===== src/rtl/interconnect_pkg.sv =====
// Shared AXI encodings and the read-responder state type.
package interconnect_pkg;

    localparam logic [1:0] AXI_BURST_FIXED = 2'b00;
    localparam logic [1:0] AXI_BURST_INCR  = 2'b01;
    localparam logic [1:0] AXI_BURST_WRAP  = 2'b10;
    localparam logic [1:0] AXI_BURST_RSVD  = 2'b11;

    localparam logic [1:0] AXI_RESP_OKAY   = 2'b00;
    localparam logic [1:0] AXI_RESP_SLVERR = 2'b10;

    typedef enum logic [1:0] {IDLE, ISSUE, DRAIN} axi_rd_resp_state_e;

    // WRAP bursts are only legal with 2, 4, 8 or 16 beats.
    function automatic logic wrap_len_ok(input logic [7:0] len);
        return (len == 8'd1) || (len == 8'd3) || (len == 8'd7) || (len == 8'd15);
    endfunction

endpackage


===== src/rtl/axi_burst_addr_gen.sv =====
// Next-beat address for FIXED/INCR/WRAP bursts; wrap window is
// (len+1)<<size bytes aligned down from the current address.
module axi_burst_addr_gen
    import interconnect_pkg::*;
#(
    parameter int ADDR_WIDTH = 32
) (
    input  logic [ADDR_WIDTH-1:0] addr,
    input  logic [2:0]            size,
    input  logic [7:0]            len,
    input  logic [1:0]            burst,
    output logic [ADDR_WIDTH-1:0] next_addr
);

    logic [ADDR_WIDTH-1:0] step;
    logic [ADDR_WIDTH-1:0] stepped;
    logic [ADDR_WIDTH-1:0] wrap_mask;
    logic [ADDR_WIDTH-1:0] wrap_base;

    // Step by 2^size; WRAP keeps the low bits inside the window, so a
    // burst starting at the window base simply counts up like INCR.
    always_comb begin
        step      = ADDR_WIDTH'(1) << size;
        stepped   = addr + step;
        wrap_mask = ((ADDR_WIDTH'(len) + ADDR_WIDTH'(1)) << size) - ADDR_WIDTH'(1);
        wrap_base = addr & ~wrap_mask;
        next_addr = stepped;
        case (burst)
            AXI_BURST_FIXED: next_addr = addr;
            AXI_BURST_WRAP:  next_addr = wrap_base | (stepped & wrap_mask);
            default:         next_addr = stepped;
        endcase
    end

endmodule


===== src/rtl/axi_mem_read_responder.sv =====
// AXI4 read-only subordinate in front of a 1-cycle-latency SRAM.
// One burst at a time; 2-entry R buffer whose slot for the read in flight
// is filled straight from mem_rdata_i on the landing cycle.
module axi_mem_read_responder
    import interconnect_pkg::*;
#(
    parameter int                        AXI_ADDR_WIDTH = 32,
    parameter int                        AXI_DATA_WIDTH = 64,
    parameter int                        AXI_ID_WIDTH   = 4,
    parameter int                        MEM_DEPTH      = 4096,
    parameter logic [AXI_ADDR_WIDTH-1:0] BASE_ADDR      = '0,
    localparam int                       MEM_ADDR_WIDTH = $clog2(MEM_DEPTH)
) (
    input  logic                      clk_i,
    input  logic                      rst_ni,
    input  logic                      s_ar_valid_i,
    output logic                      s_ar_ready_o,
    input  logic [AXI_ADDR_WIDTH-1:0] s_ar_addr_i,
    input  logic [AXI_ID_WIDTH-1:0]   s_ar_id_i,
    input  logic [7:0]                s_ar_len_i,
    input  logic [2:0]                s_ar_size_i,
    input  logic [1:0]                s_ar_burst_i,
    output logic                      s_r_valid_o,
    input  logic                      s_r_ready_i,
    output logic [AXI_DATA_WIDTH-1:0] s_r_data_o,
    output logic [AXI_ID_WIDTH-1:0]   s_r_id_o,
    output logic [1:0]                s_r_resp_o,
    output logic                      s_r_last_o,
    output logic                      mem_req_o,
    output logic [MEM_ADDR_WIDTH-1:0] mem_addr_o,
    input  logic [AXI_DATA_WIDTH-1:0] mem_rdata_i
);

    localparam int BPW     = AXI_DATA_WIDTH / 8;
    localparam int OFF_LSB = $clog2(BPW);
    localparam logic [AXI_ADDR_WIDTH:0] MEM_BYTES = (AXI_ADDR_WIDTH+1)'(MEM_DEPTH * BPW);

    // live: data not yet captured, take it from mem_rdata_i this cycle
    typedef struct packed {
        logic [AXI_DATA_WIDTH-1:0] data;
        logic [1:0]                resp;
        logic                      last;
        logic                      live;
    } rbuf_ent_t;

    axi_rd_resp_state_e        state_q, state_d;
    logic [AXI_ADDR_WIDTH-1:0] addr_q, next_addr, off;
    logic [AXI_ID_WIDTH-1:0]   id_q;
    logic [7:0]                len_q, beat_q;
    logic [2:0]                size_q;
    logic [1:0]                burst_q;
    logic                      berr_q, beat_err, issue, pop;
    logic [1:0]                cnt_q, cnt_d, cnt_pop;
    rbuf_ent_t [1:0]           ent_q, ent_d, res;
    rbuf_ent_t                 push_ent;

    axi_burst_addr_gen #(.ADDR_WIDTH(AXI_ADDR_WIDTH)) u_addr_gen (
        .addr      (addr_q),
        .size      (size_q),
        .len       (len_q),
        .burst     (burst_q),
        .next_addr (next_addr)
    );

    // Map the beat address to an SRAM word and flag beats outside the window.
    always_comb begin
        off        = addr_q - BASE_ADDR;
        beat_err   = berr_q || (addr_q < BASE_ADDR) || ({1'b0, off} >= MEM_BYTES);
        mem_addr_o = off[OFF_LSB +: MEM_ADDR_WIDTH];
    end

    // Next state; a beat is issued whenever buffer + in-flight has room.
    always_comb begin
        state_d      = state_q;
        s_ar_ready_o = 1'b0;
        issue        = 1'b0;
        case (state_q)
            IDLE: begin
                s_ar_ready_o = 1'b1;
                if (s_ar_valid_i) state_d = ISSUE;
            end
            ISSUE: begin
                issue = (cnt_q < 2'd2);
                if (issue && (beat_q == len_q)) state_d = DRAIN;
            end
            DRAIN: begin
                // leave on the final R handshake so the next AR fits right after
                if ((cnt_q == 2'd0) || ((cnt_q == 2'd1) && s_r_ready_i)) state_d = IDLE;
            end
            default: state_d = IDLE;
        endcase
        mem_req_o = issue && !beat_err;
    end

    // R buffer: resolve landing data, pop the head, append the new beat.
    always_comb begin
        res = ent_q;
        for (int i = 0; i < 2; i++) begin
            if (ent_q[i].live) begin
                res[i].data = mem_rdata_i;
                res[i].live = 1'b0;
            end
        end
        pop           = (cnt_q != 2'd0) && s_r_ready_i;
        cnt_pop       = cnt_q - {1'b0, pop};
        push_ent.data = '0;
        push_ent.resp = beat_err ? AXI_RESP_SLVERR : AXI_RESP_OKAY;
        push_ent.last = (beat_q == len_q);
        push_ent.live = !beat_err;
        ent_d = res;
        if (pop) begin
            ent_d[0] = res[1];
            ent_d[1] = '0;
        end
        if (issue) ent_d[cnt_pop[0]] = push_ent;
        cnt_d = cnt_pop + {1'b0, issue};
    end

    assign s_r_valid_o = (cnt_q != 2'd0);
    assign s_r_data_o  = res[0].data;
    assign s_r_resp_o  = res[0].resp;
    assign s_r_last_o  = res[0].last;
    assign s_r_id_o    = id_q;

    // State, burst context and buffer registers.
    always_ff @(posedge clk_i or negedge rst_ni) begin
        if (!rst_ni) begin
            state_q <= IDLE;
            addr_q  <= '0;
            id_q    <= '0;
            len_q   <= '0;
            size_q  <= '0;
            burst_q <= '0;
            berr_q  <= 1'b0;
            beat_q  <= '0;
            ent_q   <= '0;
            cnt_q   <= '0;
        end else begin
            state_q <= state_d;
            ent_q   <= ent_d;
            cnt_q   <= cnt_d;
            if ((state_q == IDLE) && s_ar_valid_i) begin
                addr_q  <= s_ar_addr_i;
                id_q    <= s_ar_id_i;
                len_q   <= s_ar_len_i;
                size_q  <= s_ar_size_i;
                burst_q <= s_ar_burst_i;
                beat_q  <= '0;
                berr_q  <= (s_ar_size_i > 3'(OFF_LSB)) || (s_ar_burst_i == AXI_BURST_RSVD) ||
                           ((s_ar_burst_i == AXI_BURST_WRAP) && !wrap_len_ok(s_ar_len_i));
            end else if (issue) begin
                addr_q <= next_addr;
                beat_q <= beat_q + 8'd1;
            end
        end
    end

endmodule


===== config.mk =====
export PLATFORM = sky130hd
export DESIGN_NAME = axi_mem_read_responder
export DESIGN_NICKNAME = d
export VERILOG_FILES = /design/src/rtl/interconnect_pkg.sv /design/src/rtl/axi_burst_addr_gen.sv /design/src/rtl/axi_mem_read_responder.sv
export SDC_FILE = /design/constraint.sdc
export NUM_CORES = 1
export LEC_CHECK = 0
export CORE_AREA = 2 2 161 163
export DETAILED_ROUTE_END_ITERATION = 6
export DIE_AREA = 0 0 163 165
export GPL_ROUTABILITY_DRIVEN = 0
export PLACE_DENSITY = 0.72
export SLEW_MARGIN = 25
export SYNTH_ARGS = -nofsm -noshare
export SYNTH_HDL_FRONTEND = slang
export SYNTH_SLANG_ARGS = --single-unit
export TNS_END_PERCENT = 5

===== constraint.sdc =====
create_clock -name clk_i -period 3.4 [get_ports clk_i]
set_input_delay 0.68 -clock clk_i [delete_from_list [all_inputs] [get_ports clk_i]]
set_output_delay 0.68 -clock clk_i [all_outputs]
set_load 0.03 [all_outputs]

==> impl_results.md <==
- First drt pass iteration count: 7
- Pleak: about 6 nW
- GRT busiest layer: met2
- Worst Setup End Kind: register
- Clock tree root buffer cell: clkbuf_16
- Reg clk slew, reported paths: about 0.08 ns
- Worst Skew: between 0.015 and 0.02 ns
- Register bit total from synthesis: roughly 200
- Core region area: ~25,000 µm²
- Final hold violations: 0
- CP arrival: between 3 and 4 ns
- Final wirelength: slightly above 30 mm
- Type of origin of the critical path: register
- Fin crit share: 96.8%
- Slew Viols, Final: 0
- DR iter-0 viols: approximately 890
- Top cell type's share of synthesized area: ~44%
- Final instance area: 14,400 µm²
- Met1 usage: 31.4%
- Max IR drop VDD: ~0.57 mV
- DP Area: roughly 14,000 µm²
- First-pass GRT wire length: slightly below 50 mm
- Main combinational cell family by area after synthesis: simple AND/OR/NAND/NOR gates
- Seq/Total Area, Yosys: around 44%
- Die width: between 150 and 200 µm
- Synthesized instance count: approximately 1,200
- Worst skew pair latency: 0.44 ns
- Initial antenna violation count: 0
- Slew headroom: around two fifths
- EDFF count, synth: 0
- Via count: approximately 9,700
- DR WL/cell: approximately 18 µm
- Syn nets: between 1,000 and 1,500
- GRT Overall Usage: about 23%
- Largest net degree at the start of global routing: around 130
- Critical-path top delay cell: or4_4
- Slowest Stage Delay on Critical Path: about 0.54 ns
- Area leader, netlist: dfrtp_1
- Post-Synth XOR/XNOR Area: roughly 3.0%
- Worst Hold Class: in2async
- Max Fclk: approximately 300 MHz
- Post-layout power: ~13 mW
- CTS buffer count: 17
- DP HPWL: between 20 and 25 mm
- DRC violations left: 0
- Routed Antenna Nets: 0
- Met3 Resource Use GR: about 4.3%
- Post-synthesis mux area share: between 10% and 20%
- CP Data Required Time: about 3.8 ns
- Vias/cell: 5.67
- Compound-Gate Fraction of Synth Area: ~14%
- Leading post-synthesis cells by cell area: dfrtp_1 44%, mux2i_1 6.8%, mux2_2 6.5%
- Remaining global-route overflow: 0
- Cell variety after synth: between 70 and 80
- Vias in the first global route: about 9,400
- Syn avg cell area: 9.44 µm²
- TritonCTS clock tree: built
- Mapped cell area: 11,200 µm²
- Share of cells above drive strength 1: 13.9%
- Top_reg_cell synth: dfrtp_1
- Pwr Density: a little over 900 nW/µm²
- Ant diodes: 0
- Warnings from Yosys: 0
- RSZ-0062 raised after global routing: true
- H-tree Lvls: 4
- Worst setup path class: reg2reg
- Worst Max-Slew Pin Slew: 0.908 ns
- Setup TNS Final: 0 ns
- Die height: between 150 and 200 µm
- DIE AREA: between 20,000 and 30,000 µm²
- Crit path max fanout: 7
- Fin nets: about 1,500
- Synth Area in Simple Gates: between 10% and 20%
- Maximum root-to-sink buffer count: 2
- Setup violators final: 0
- CTS sink cnt: just under 200
- Layout Area Growth over Synthesis: 28.9%
- Synth Area in Adders: under 10%
- Worst path cell trace: ha_4 -> and3_4 -> xnor2_2 -> a222oi_1 -> o2bb2ai_2 -> or4_4 -> nor3_4 -> a41oi_4 -> buf_6 -> or3_1 -> a31oi_1
- IO buf count: 202
- Max-Cap Viols: 0
- Met2 Usage GRT: ~36%
- Final Critical Period: roughly 3.3 ns
- Starting density of the core: 44.7%
- IO Count: 203
- Outcome: finished clean
- Share of synthesized registers carrying an async set or reset: 100%
- Num rows: just under 60
==> layer usage <==
metal,routed length [µm],part of all wire (%)
met5,0,0
met4,659,2.2
met3,2220,7.3
met2,13800,46
met1,13600,45
==> repair_timing <==
item | in CTS | in global routing
buffers inserted | 0 | 3
endpoints found under the hold margin | 0 | 0
setup endpoints to repair | 0 | 17
resized for setup | 0 | 13
hold buffers | 0 | 0
==> worst paths after layout <==
kind                              from     endpoint  slack, ns  cells after the start
setup / recovery              len_q[0]     register       0.11                     11
hold / removal                  rst_ni    ent_q[23]       0.21                      1
setup reg to reg              len_q[0]     register       0.11                     11
hold reg to reg            s_r_id_o[2]  s_r_id_o[2]       0.48                      2
max in group asynchronous       rst_ni    size_q[1]       2.40                      2
min in group clk_i         s_r_id_o[2]  s_r_id_o[2]       0.48                      2
==> layout by cell type (no fill, tap or decap), types with 17 or more instances in the layout <==
cell type / n
nor2_1: 186
clkbuf_16: 17
nand3_1: 29
mux2i_1: 76
nand2_1: 114
inv_1: 17
o21ai_0: 34
xor2_1: 20
mux2_2: 65
a21oi_1: 31
buf_4: 49
nand4_1: 17
a211oi_1: 68
clkdlybuf4s50_1: 200
dfrtp_1: 195
==> power by group <==
part / total, mW / leakage, nW / switching, mW / internal [mW]
clock: 2.09 / 0.300 / 1.08 / 1.02
combinational: 7.71 / 3.19 / 4.50 / 3.22
sequential: 3.48 / 2.54 / 0.466 / 3.01
total: 13.3 / 6.03 / 6.04 / 7.25
==> metrics by stage <==
step,utilization (%),setup WS (ns),hold WS (ns),std cells
finish,57.7,0.108,0.213,1715
global route,57.7,-0.0348,0.252,1715
CTS,57.4,0.0353,0.239,1712
detailed placement,54.9,0.0396,0.466,1680
global placement,54.9,0.0939,0.463,1680
floorplan,-,0.00626,0.384,1187
==> area by class of cell <==
class,instances,area (µm²)
Timing Repair Buffer,259,2550
Multi-Input combinational cell,878,5820
Inverter,18,70.1
Sequential cell,198,4960
Tap cell,330,413
Clock inverter,15,201
Fill cell,2161,10600
Clock buffer,17,425
==> logic make-up (layout without fill, tap and decap cells) <==
group                    count (synthesis)  count (layout)
XOR/XNOR                                37              37
adder cells (fa/ha/maj)                 15              15
AND/OR/NAND/NOR                        463             463
buffers and inverters                  111             309
flip-flops                             198             198
multiplexers                           142             142
AO/OA/AOI/OAI                          221             221
==> critical path, delay by kind of cell (launching register included) <==
family | cells | cell delay (ns)
buf+inv | 1 | 0.17
compound gates | 4 | 0.85
simple gates | 4 | 1.38
flops | 1 | 0.43
fa+ha+maj | 1 | 0.21
xor+xnor | 1 | 0.16
==> cells in the mapped netlist (17+ instances only) <==
master / n
mux2_2: 65
nor2_1: 187
inv_1: 17
clkbuf_1: 61
nand4_1: 17
a21oi_1: 32
mux2i_1: 76
xor2_1: 20
dfrtp_1: 198
a211oi_1: 69
nand2_1: 115
o21ai_0: 37
nand3_1: 30
(Power assumes the default switching activity.)
